**src/rtl/seq_arith_pkg.sv**
```systemverilog
// ---------------------------------------------------------------------------
// seq_arith_pkg
// Shared definitions for the sequential (chunk-serial) arithmetic blocks.
//   state_t  : control FSM states (IDLE / RUN / DONE)
//   MODE_ADD : mode value selecting A + B
//   MODE_SUB : mode value selecting A - B (A + ~B + 1)
// ---------------------------------------------------------------------------
package seq_arith_pkg;

  typedef enum logic [1:0] {
    ST_IDLE = 2'd0,
    ST_RUN  = 2'd1,
    ST_DONE = 2'd2
  } state_t;

  localparam logic MODE_ADD = 1'b0;
  localparam logic MODE_SUB = 1'b1;

  // Width of a chunk-index counter able to hold 0 .. nch-1 (never zero bits).
  function automatic int idx_width(input int nch);
    return (nch > 1) ? $clog2(nch) : 1;
  endfunction

endpackage

```
**src/rtl/seq_add_sub_slice.sv**
```systemverilog
// ---------------------------------------------------------------------------
// add_sub_slice
// Combinational CHUNK-bit adder slice shared by every cycle of seq_add_sub.
// Computes a + (b ^ {CHUNK{mode}}) + cin, so a subtract is formed by
// inverting b here and injecting the +1 through cin on the first chunk.
// Ports:
//   a, b      in  CHUNK  operand chunks
//   mode      in  1      0 = add, 1 = subtract (inverts b)
//   cin       in  1      carry in from the previous chunk
//   s         out CHUNK  sum chunk
//   cout      out 1      carry out of the slice MSB
//   c_msb_in  out 1      carry into the slice MSB (for overflow detection)
// ---------------------------------------------------------------------------
module add_sub_slice #(
  parameter int CHUNK = 2
) (
  input  logic [CHUNK-1:0] a,
  input  logic [CHUNK-1:0] b,
  input  logic             mode,
  input  logic             cin,
  output logic [CHUNK-1:0] s,
  output logic             cout,
  output logic             c_msb_in
);

  logic [CHUNK-1:0] w_b_eff;
  logic [CHUNK:0]   w_full;

  assign w_b_eff = b ^ {CHUNK{mode}};
  assign w_full  = {1'b0, a} + {1'b0, w_b_eff} + {{CHUNK{1'b0}}, cin};

  assign s    = w_full[CHUNK-1:0];
  assign cout = w_full[CHUNK];
  // The MSB sum bit is a ^ b ^ carry_in at that position, so the carry into
  // the MSB can be recovered from the sum without a second adder.
  assign c_msb_in = w_full[CHUNK-1] ^ a[CHUNK-1] ^ w_b_eff[CHUNK-1];

endmodule

```
**src/rtl/seq_add_sub.sv**
```systemverilog
// ---------------------------------------------------------------------------
// seq_add_sub
// Multi-cycle WIDTH-bit adder/subtractor. Operands are captured on an
// accepted start and processed CHUNK bits per clock through one shared
// add_sub_slice, with the carry held in a register between cycles.
// Ports:
//   clk    in  1      clock, rising edge
//   rst_n  in  1      asynchronous active-low reset
//   start  in  1      request, sampled only in IDLE or DONE
//   mode   in  1      0 = A+B, 1 = A-B, captured with start
//   a, b   in  WIDTH  operands, captured with start
//   busy   out 1      operation in progress
//   done   out 1      one-cycle pulse, result valid
//   sum    out WIDTH  result
//   cout   out 1      carry out of MSB (subtract: 1 = no borrow)
//   ovf    out 1      two's-complement overflow
// ---------------------------------------------------------------------------
module seq_add_sub
  import seq_arith_pkg::*;
#(
  parameter int WIDTH = 8,
  parameter int CHUNK = 2
) (
  input  logic             clk,
  input  logic             rst_n,
  input  logic             start,
  input  logic             mode,
  input  logic [WIDTH-1:0] a,
  input  logic [WIDTH-1:0] b,
  output logic             busy,
  output logic             done,
  output logic [WIDTH-1:0] sum,
  output logic             cout,
  output logic             ovf
);

  localparam int NCH  = WIDTH / CHUNK;
  localparam int IDXW = idx_width(NCH);
  localparam logic [IDXW-1:0] LAST_IDX = IDXW'(NCH - 1);

  generate
    if (WIDTH < 2 || CHUNK < 1 || (WIDTH % CHUNK) != 0) begin : g_bad_params
      $error("seq_add_sub: WIDTH must be >= 2 and an exact multiple of CHUNK");
    end
  endgenerate

  state_t           r_state;
  logic [WIDTH-1:0] r_a;
  logic [WIDTH-1:0] r_b;
  logic             r_mode;
  logic             r_carry;
  logic [IDXW-1:0]  r_idx;
  logic [WIDTH-1:0] r_sum;
  logic             r_busy;
  logic             r_done;
  logic             r_cout;
  logic             r_ovf;

  logic [CHUNK-1:0] w_s;
  logic             w_cout;
  logic             w_c_msb_in;

  // Operand registers shift right each RUN cycle, so the slice always sees
  // the current chunk in the low bits.
  add_sub_slice #(
    .CHUNK (CHUNK)
  ) u_slice (
    .a        (r_a[CHUNK-1:0]),
    .b        (r_b[CHUNK-1:0]),
    .mode     (r_mode),
    .cin      (r_carry),
    .s        (w_s),
    .cout     (w_cout),
    .c_msb_in (w_c_msb_in)
  );

  always_ff @(posedge clk or negedge rst_n) begin
    if (!rst_n) begin
      r_state <= ST_IDLE;
      r_a     <= '0;
      r_b     <= '0;
      r_mode  <= MODE_ADD;
      r_carry <= 1'b0;
      r_idx   <= '0;
      r_sum   <= '0;
      r_busy  <= 1'b0;
      r_done  <= 1'b0;
      r_cout  <= 1'b0;
      r_ovf   <= 1'b0;
    end else begin
      r_done <= 1'b0;
      case (r_state)
        ST_IDLE, ST_DONE: begin
          if (start) begin
            r_a     <= a;
            r_b     <= b;
            r_mode  <= mode;
            // The +1 of A + ~B + 1 enters as the first chunk's carry in.
            r_carry <= mode;
            r_idx   <= '0;
            r_state <= ST_RUN;
          end else begin
            r_state <= ST_IDLE;
          end
        end

        ST_RUN: begin
          r_sum[r_idx*CHUNK +: CHUNK] <= w_s;
          r_carry <= w_cout;
          r_a     <= r_a >> CHUNK;
          r_b     <= r_b >> CHUNK;
          if (r_idx == LAST_IDX) begin
            r_cout  <= w_cout;
            r_ovf   <= w_c_msb_in ^ w_cout;
            r_done  <= 1'b1;
            r_busy  <= 1'b0;
            r_state <= ST_DONE;
          end else begin
            // busy is asserted after each non-final chunk edge; the cycle
            // right after capture reports not-busy, giving NCH-1 busy cycles.
            r_idx  <= r_idx + 1'b1;
            r_busy <= 1'b1;
          end
        end

        default: begin
          r_busy  <= 1'b0;
          r_state <= ST_IDLE;
        end
      endcase
    end
  end

  assign busy = r_busy;
  assign done = r_done;
  assign sum  = r_sum;
  assign cout = r_cout;
  assign ovf  = r_ovf;

endmodule
```
**config.mk**
```make
export PLATFORM = sky130hd
export DESIGN_NAME = seq_add_sub
export DESIGN_NICKNAME = d
export VERILOG_FILES = /design/src/rtl/seq_arith_pkg.sv /design/src/rtl/seq_add_sub_slice.sv /design/src/rtl/seq_add_sub.sv
export SDC_FILE = /design/constraint.sdc
export NUM_CORES = 1
export LEC_CHECK = 0
export BUFFER_PORTS_ARGS = -buffer_cell sky130_fd_sc_hd__buf_2
export CORE_ASPECT_RATIO = 0.5
export CORE_MARGIN = 4
export CORE_UTILIZATION = 35
export CTS_CLUSTER_DIAMETER = 40
export DETAILED_ROUTE_END_ITERATION = 12
export SYNTH_ARGS = -nofsm -noshare
export SYNTH_HDL_FRONTEND = slang
export SYNTH_SLANG_ARGS = --single-unit
```
**constraint.sdc**
```tcl
create_clock -name clk -period 2.79 [get_ports clk]
set_input_delay 0.279 -clock clk [delete_from_list [all_inputs] [get_ports clk]]
set_output_delay 0.279 -clock clk [all_outputs]
set_load 0.05 [all_outputs]
```
Yosys cells after proc, flatten, opt, wreduce, memory -nomap -nowiden
Index checks and enable logic that the tools add are counted.
Cells by class
  equality and inequality tests: 6
  shifts and indexed selects: 2
  reduce and logical (&&, ||, !) cells: 7
  bitwise operators: 4
  $add $sub $neg: 4
  mux-type cells: 17
Operators with widths (number)
  3-bit negator with 34-bit output: 1
  2-bit by 34-bit variable shift with 8-bit output (first input constant): 1
  2-bit by 34-bit indexed part select with 8-bit output: 1
  8-bit case mux with 2 select lines: 2
  8-bit 2-to-1 mux: 2
  8-bit bitwise mux: 1
  2-bit case mux with 2 select lines: 2
  2-bit 2-to-1 mux: 3
  2-bit inequality test (second input constant): 3
  2-bit AND reduction: 3
  1-bit 2-to-1 mux: 5
  2-bit == test (second input constant): 2
  1-bit case mux with 2 select lines: 2
  2-bit by 2-bit adder with 3-bit output: 1
  3-bit by 1-bit adder with 3-bit output: 1
  3-bit AND reduction: 1
  1-bit XOR: 3
  2-bit by 1-bit adder with 2-bit output (second input constant): 1
  2-bit by 1-bit == test with 1-bit output (second input constant): 1
  2-bit zero test: 1
  2-bit nonzero test: 1
  2-bit OR reduction: 1
  2-bit XOR: 1
Word-level totals
  logic and storage cells: 51
  register bits: 34
  output and inout port bits: 12

Depth between registers and ports, before layout
  word-level depth: 6
  gate-level depth with buffers: 6
  gate-level depth less buffers: 6

Modules after synthesis
Synthesis repeated with hierarchy kept, for this count alone.
Unflattened totals
  cells, all modules: 155
  area, all modules: 1596.5 sq um
Modules (own cells, without submodules)
  seq_add_sub: area each 1514.0 sq um, cells an instance 149, sequential area each 850.8 sq um, times used 1
  add_sub_slice: area each 82.6 sq um, cells an instance 6, sequential area each 0.0 sq um, times used 1

Worst setup path before layout
OpenSTA, ideal clock, no wires.
  path kind: reg2reg
  start: register r_mode
  end: register r_ovf (netlist: ovf)
  arrival time: 2.005 ns
  required time: 2.664 ns
  stages on the path, launching flop included: 7
  path slack: 0.659 ns
  period minus slack after synthesis: 2.131 ns
  cell sequence: dfrtp_1 xnor2_1 fa_1 fa_1 xnor3_1 xnor2_1 o21ai_1
Between the ends
  word-level cells in the longest chain between the ends: 6
Ends and longest elaborated chain
  start, declared: RTL line seq_add_sub.sv:50  | logic r_mode;
  start signal, assigned: RTL line seq_add_sub.sv:97  | r_mode <= mode;
  2-bit XOR (*): RTL line seq_add_sub_slice.sv:29  | assign w_b_eff = b ^ {CHUNK{mode}};
  2-bit by 2-bit adder with 3-bit output: RTL line seq_add_sub_slice.sv:30  | assign w_full = {1'b0, a} + {1'b0, w_b_eff} + {{CHUNK{1'b0}}, cin};
  3-bit by 1-bit adder with 3-bit output: RTL line seq_add_sub_slice.sv:30
  1-bit XOR (2 in a row): RTL line seq_add_sub_slice.sv:36  | assign c_msb_in = w_full[CHUNK-1] ^ a[CHUNK-1] ^ w_b_eff[CHUNK-1];
  1-bit XOR (*): RTL line seq_add_sub.sv:114  | r_ovf <= w_c_msb_in ^ w_cout;
  end signal, assigned: RTL line seq_add_sub.sv:114
  end, declared: RTL line seq_add_sub.sv:57  | logic r_ovf;
Mark *: on every way between the ends. The rest lies on a longest branch, timed or not.
A chain may end at the register's enable or synchronous reset.

Final worst setup path
Same ends and word-level chain as after synthesis.

==> summary.md <==
| Metric | Value |
|---|---|
| CTS tree | `done` |
| Mapped Nets | `approximately 190` |
| Initial core utilization | `37.4%` |
| Die height | `about 57 µm` |
| PortBufs | `31` |
| Row Count | `17` |
| Setup slack, reg-to-reg | `490 ps` |
| Final min period | `approximately 2300 ps` |
| Postcts setup bufs | `0` |
| Slew @ Worst Pin | `approximately 730 ps` |
| Placed wire-length estimate | `about 2.3 mm` |
| Clk sinks | `34` |
| Core Area | `about 0.0045 mm²` |
| Placed cells | `248` |
| First-pass GRT wire length | `between 5 and 6 mm` |
| Synth Warn # | `0` |
| Post-DP Area | `0.00186 mm²` |
| Ant. Diodes | `0` |
| Global route overflow | `0` |
| Post-CTS sizing | `0` |
| DRC errors left | `0` |
| Die area | `between 0.006 and 0.007 mm²` |
| Lkg Pwr | `0.952 nW` |
| CP Max Fanout | `5` |
| Final Cell Area | `0.00195 mm²` |
| Critical path class | `reg -> reg` |
| Commonest non-fill, non-tap cells in the layout | `39 x nand2_1, 34 x dfrtp_1, 31 x buf_2` |
| CTS H-tree depth | `2` |
| Vias in the first global route | `1193` |
| Root Buffer | `clkbuf_8` |
| Initial antenna violation count | `0` |
| Die Wd | `106 µm` |
| Setup_tns | `0 ps` |
| Antenna viol nets, final | `0` |
| Data arrival, critical path | `approximately 2500 ps` |
| Vias per Instance | `about 4.7` |
| Status | `complete, no violations` |
| Largest net degree at the start of global routing | `35` |
| CTS Buf Count | `5` |
| Syn avg cell area | `between 10 and 15 µm²` |
| Max-capacitance violation count | `0` |
| Drt total wl | `3.27 mm` |
| Fin crit share | `82.5%` |
| Final setup viols | `0` |
| Synth top area cells | `dfrtp_1 50%, nand2_1 8.6%, ha_1 4.4%` |
| Pwr dens | `1410 mW/mm²` |
| Fin nets | `217` |
| 1st-iter DRT viols | `62` |
| Peak supply drop | `0.000508 V` |
| Startpoint types | `register` |
| Via Count | `roughly 1200` |
| Rel. slew slack | `between 50% and 60%` |
| Max Freq | `434 MHz` |
| Register bit total from synthesis | `34` |
| CP required | `roughly 3000 ps` |
| CP Capture Type | `register` |
| Reg clk slew, reported paths | `about 70 ps` |
| Layout area overhead | `14.8%` |
| Share of cells above drive strength 1 | `between 20% and 30%` |
| Post-synthesis cell area | `approximately 0.0017 mm²` |
| Final hold vios | `0` |
| Reg2reg path depth | `6` |
| Later-pin clock latency in the skew report | `around 280 ps` |
| Deepest clock path buffer count | `2` |
| Gpl congestion | `0.714` |
| Commonest non-fill, non-tap cell in the layout | `nand2_1` |
| Fin util | `a little over two fifths` |
| IO Pins | `32` |
| Final slew viol count | `0` |
| First-pass detailed-route iteration total | `4` |
| Synth cell types | `34` |
| GRT Total Usage | `around an eighth` |
| Synthesized netlist cell count | `about 160` |
| Area leader, netlist | `dfrtp_1` |
| Post-synth top area share | `between 50% and 60%` |
| Fin cells | `roughly 260` |
| Unrepaired setup endpoints after global routing | `false` |
| Wire length per cell | `between 10 and 15 µm` |
| Worst hold path type | `in -> async` |
| Setup Skew | `~2.7 ps` |
| Post-cts hold buffer count | `0` |
| Sequential fraction of the synthesis area | `~50%` |
==> worst max-delay path: stages, from the launching register on <==
cell	delay [ps]
dfrtp_1	420
xnor2_1	160
fa_1	390
fa_1	640
xnor3_1	370
xnor2_1	150
o21ai_1	70
==> flip-flops by register name, indices dropped and copies added, names as in the netlist <==
register	flops
busy	1
cout	1
done	1
ovf	1
r_a	8
r_b	8
r_carry	1
r_idx	2
r_mode	1
r_state	2
sum	8
==> worst paths after layout <==
| check | start | to |
|---|---|---|
| hold / removal | rst_n | r_a[7]$_DFFE_PN0P_ |
| setup / recovery | r_mode$_DFFE_PN0P_ | ovf$_DFFE_PN0P_ |
| hold reg to reg | sum[7]$_DFFE_PN0P_ | sum[7]$_DFFE_PN0P_ |
| setup reg to reg | r_mode$_DFFE_PN0P_ | ovf$_DFFE_PN0P_ |
| max in group asynchronous | rst_n | sum[1]$_DFFE_PN0P_ |
| min in group clk | b[6] | r_b[6]$_DFFE_PN0P_ |
==> per-layer routing <==
metal	track usage [%]	vias to the layer above	routed length [µm]
met2	16.9	20	1380
met1	16.1	575	1670
met4	4.37	0	48
met5	0	-	0
met3	4.29	5	173
li1	-	599	-
==> cell type report <==
| cell class | instances | area [µm²] |
|---|---|---|
| Clock buffer | 7 | 86.3 |
| Clock inverter | 1 | 5.00 |
| Fill cell | 453 | 2580 |
| Inverter | 9 | 33.8 |
| Multi-Input combinational cell | 108 | 733 |
| Sequential cell | 34 | 851 |
| Tap cell | 66 | 82.6 |
| Timing Repair Buffer | 31 | 155 |
==> through the flow <==
| step | setup slack (ps) | hold WS [ps] | total power [mW] |
|---|---|---|---|
| floorplan | 659 | -16.6 | 2.18 |
| global placement | 548 | 397 | 2.37 |
| detailed placement | 506 | 395 | 2.39 |
| CTS | 490 | 92.4 | 2.77 |
| global route | 349 | 124 | 2.96 |
| finish | 487 | 50.3 | 2.75 |
==> kinds of logic after synthesis <==
kind of cell | Yosys count | share of synthesized area [%]
xor+xnor | 4 | 2.88
buf+inv | 16 | 6.57
mux | 1 | 0.664
flops | 34 | 50.2
compound gates | 29 | 14.3
simple gates | 66 | 18.6
fa+ha+maj | 8 | 6.79
==> report_power, final <==
group / total, mW / leakage [nW] / internal [mW] / switching (mW)
logic: 1.50 / 0.478 / 0.591 / 0.910
clock network: 0.369 / 0.0482 / 0.199 / 0.170
registers: 0.879 / 0.426 / 0.714 / 0.164
==> cells in the mapped netlist <==
master     number
nand3_1         1
fa_1            2
mux2_2          1
nand4_1         1
buf_2           1
a31oi_1         7
o21ai_1         1
dfrtp_1        34
buf_6           2
nand2b_4        1
xnor2_1         3
o21ai_0         1
nor2_2          1
inv_1           9
ha_1            6
nor3b_4         1
nand2b_2        1
o31ai_1         1
xnor3_1         1
nor2_1         14
nand2b_1        1
o22ai_1         1
nand3b_1        4
buf_8           1
buf_12          1
buf_4           2
nor2b_4         1
nand2_1        39
and2b_1         1
a31oi_2         5
a22o_1          4
o211ai_1        1
o41ai_1         6
o2bb2ai_1       2
Power figures use the tool's default switching activity.
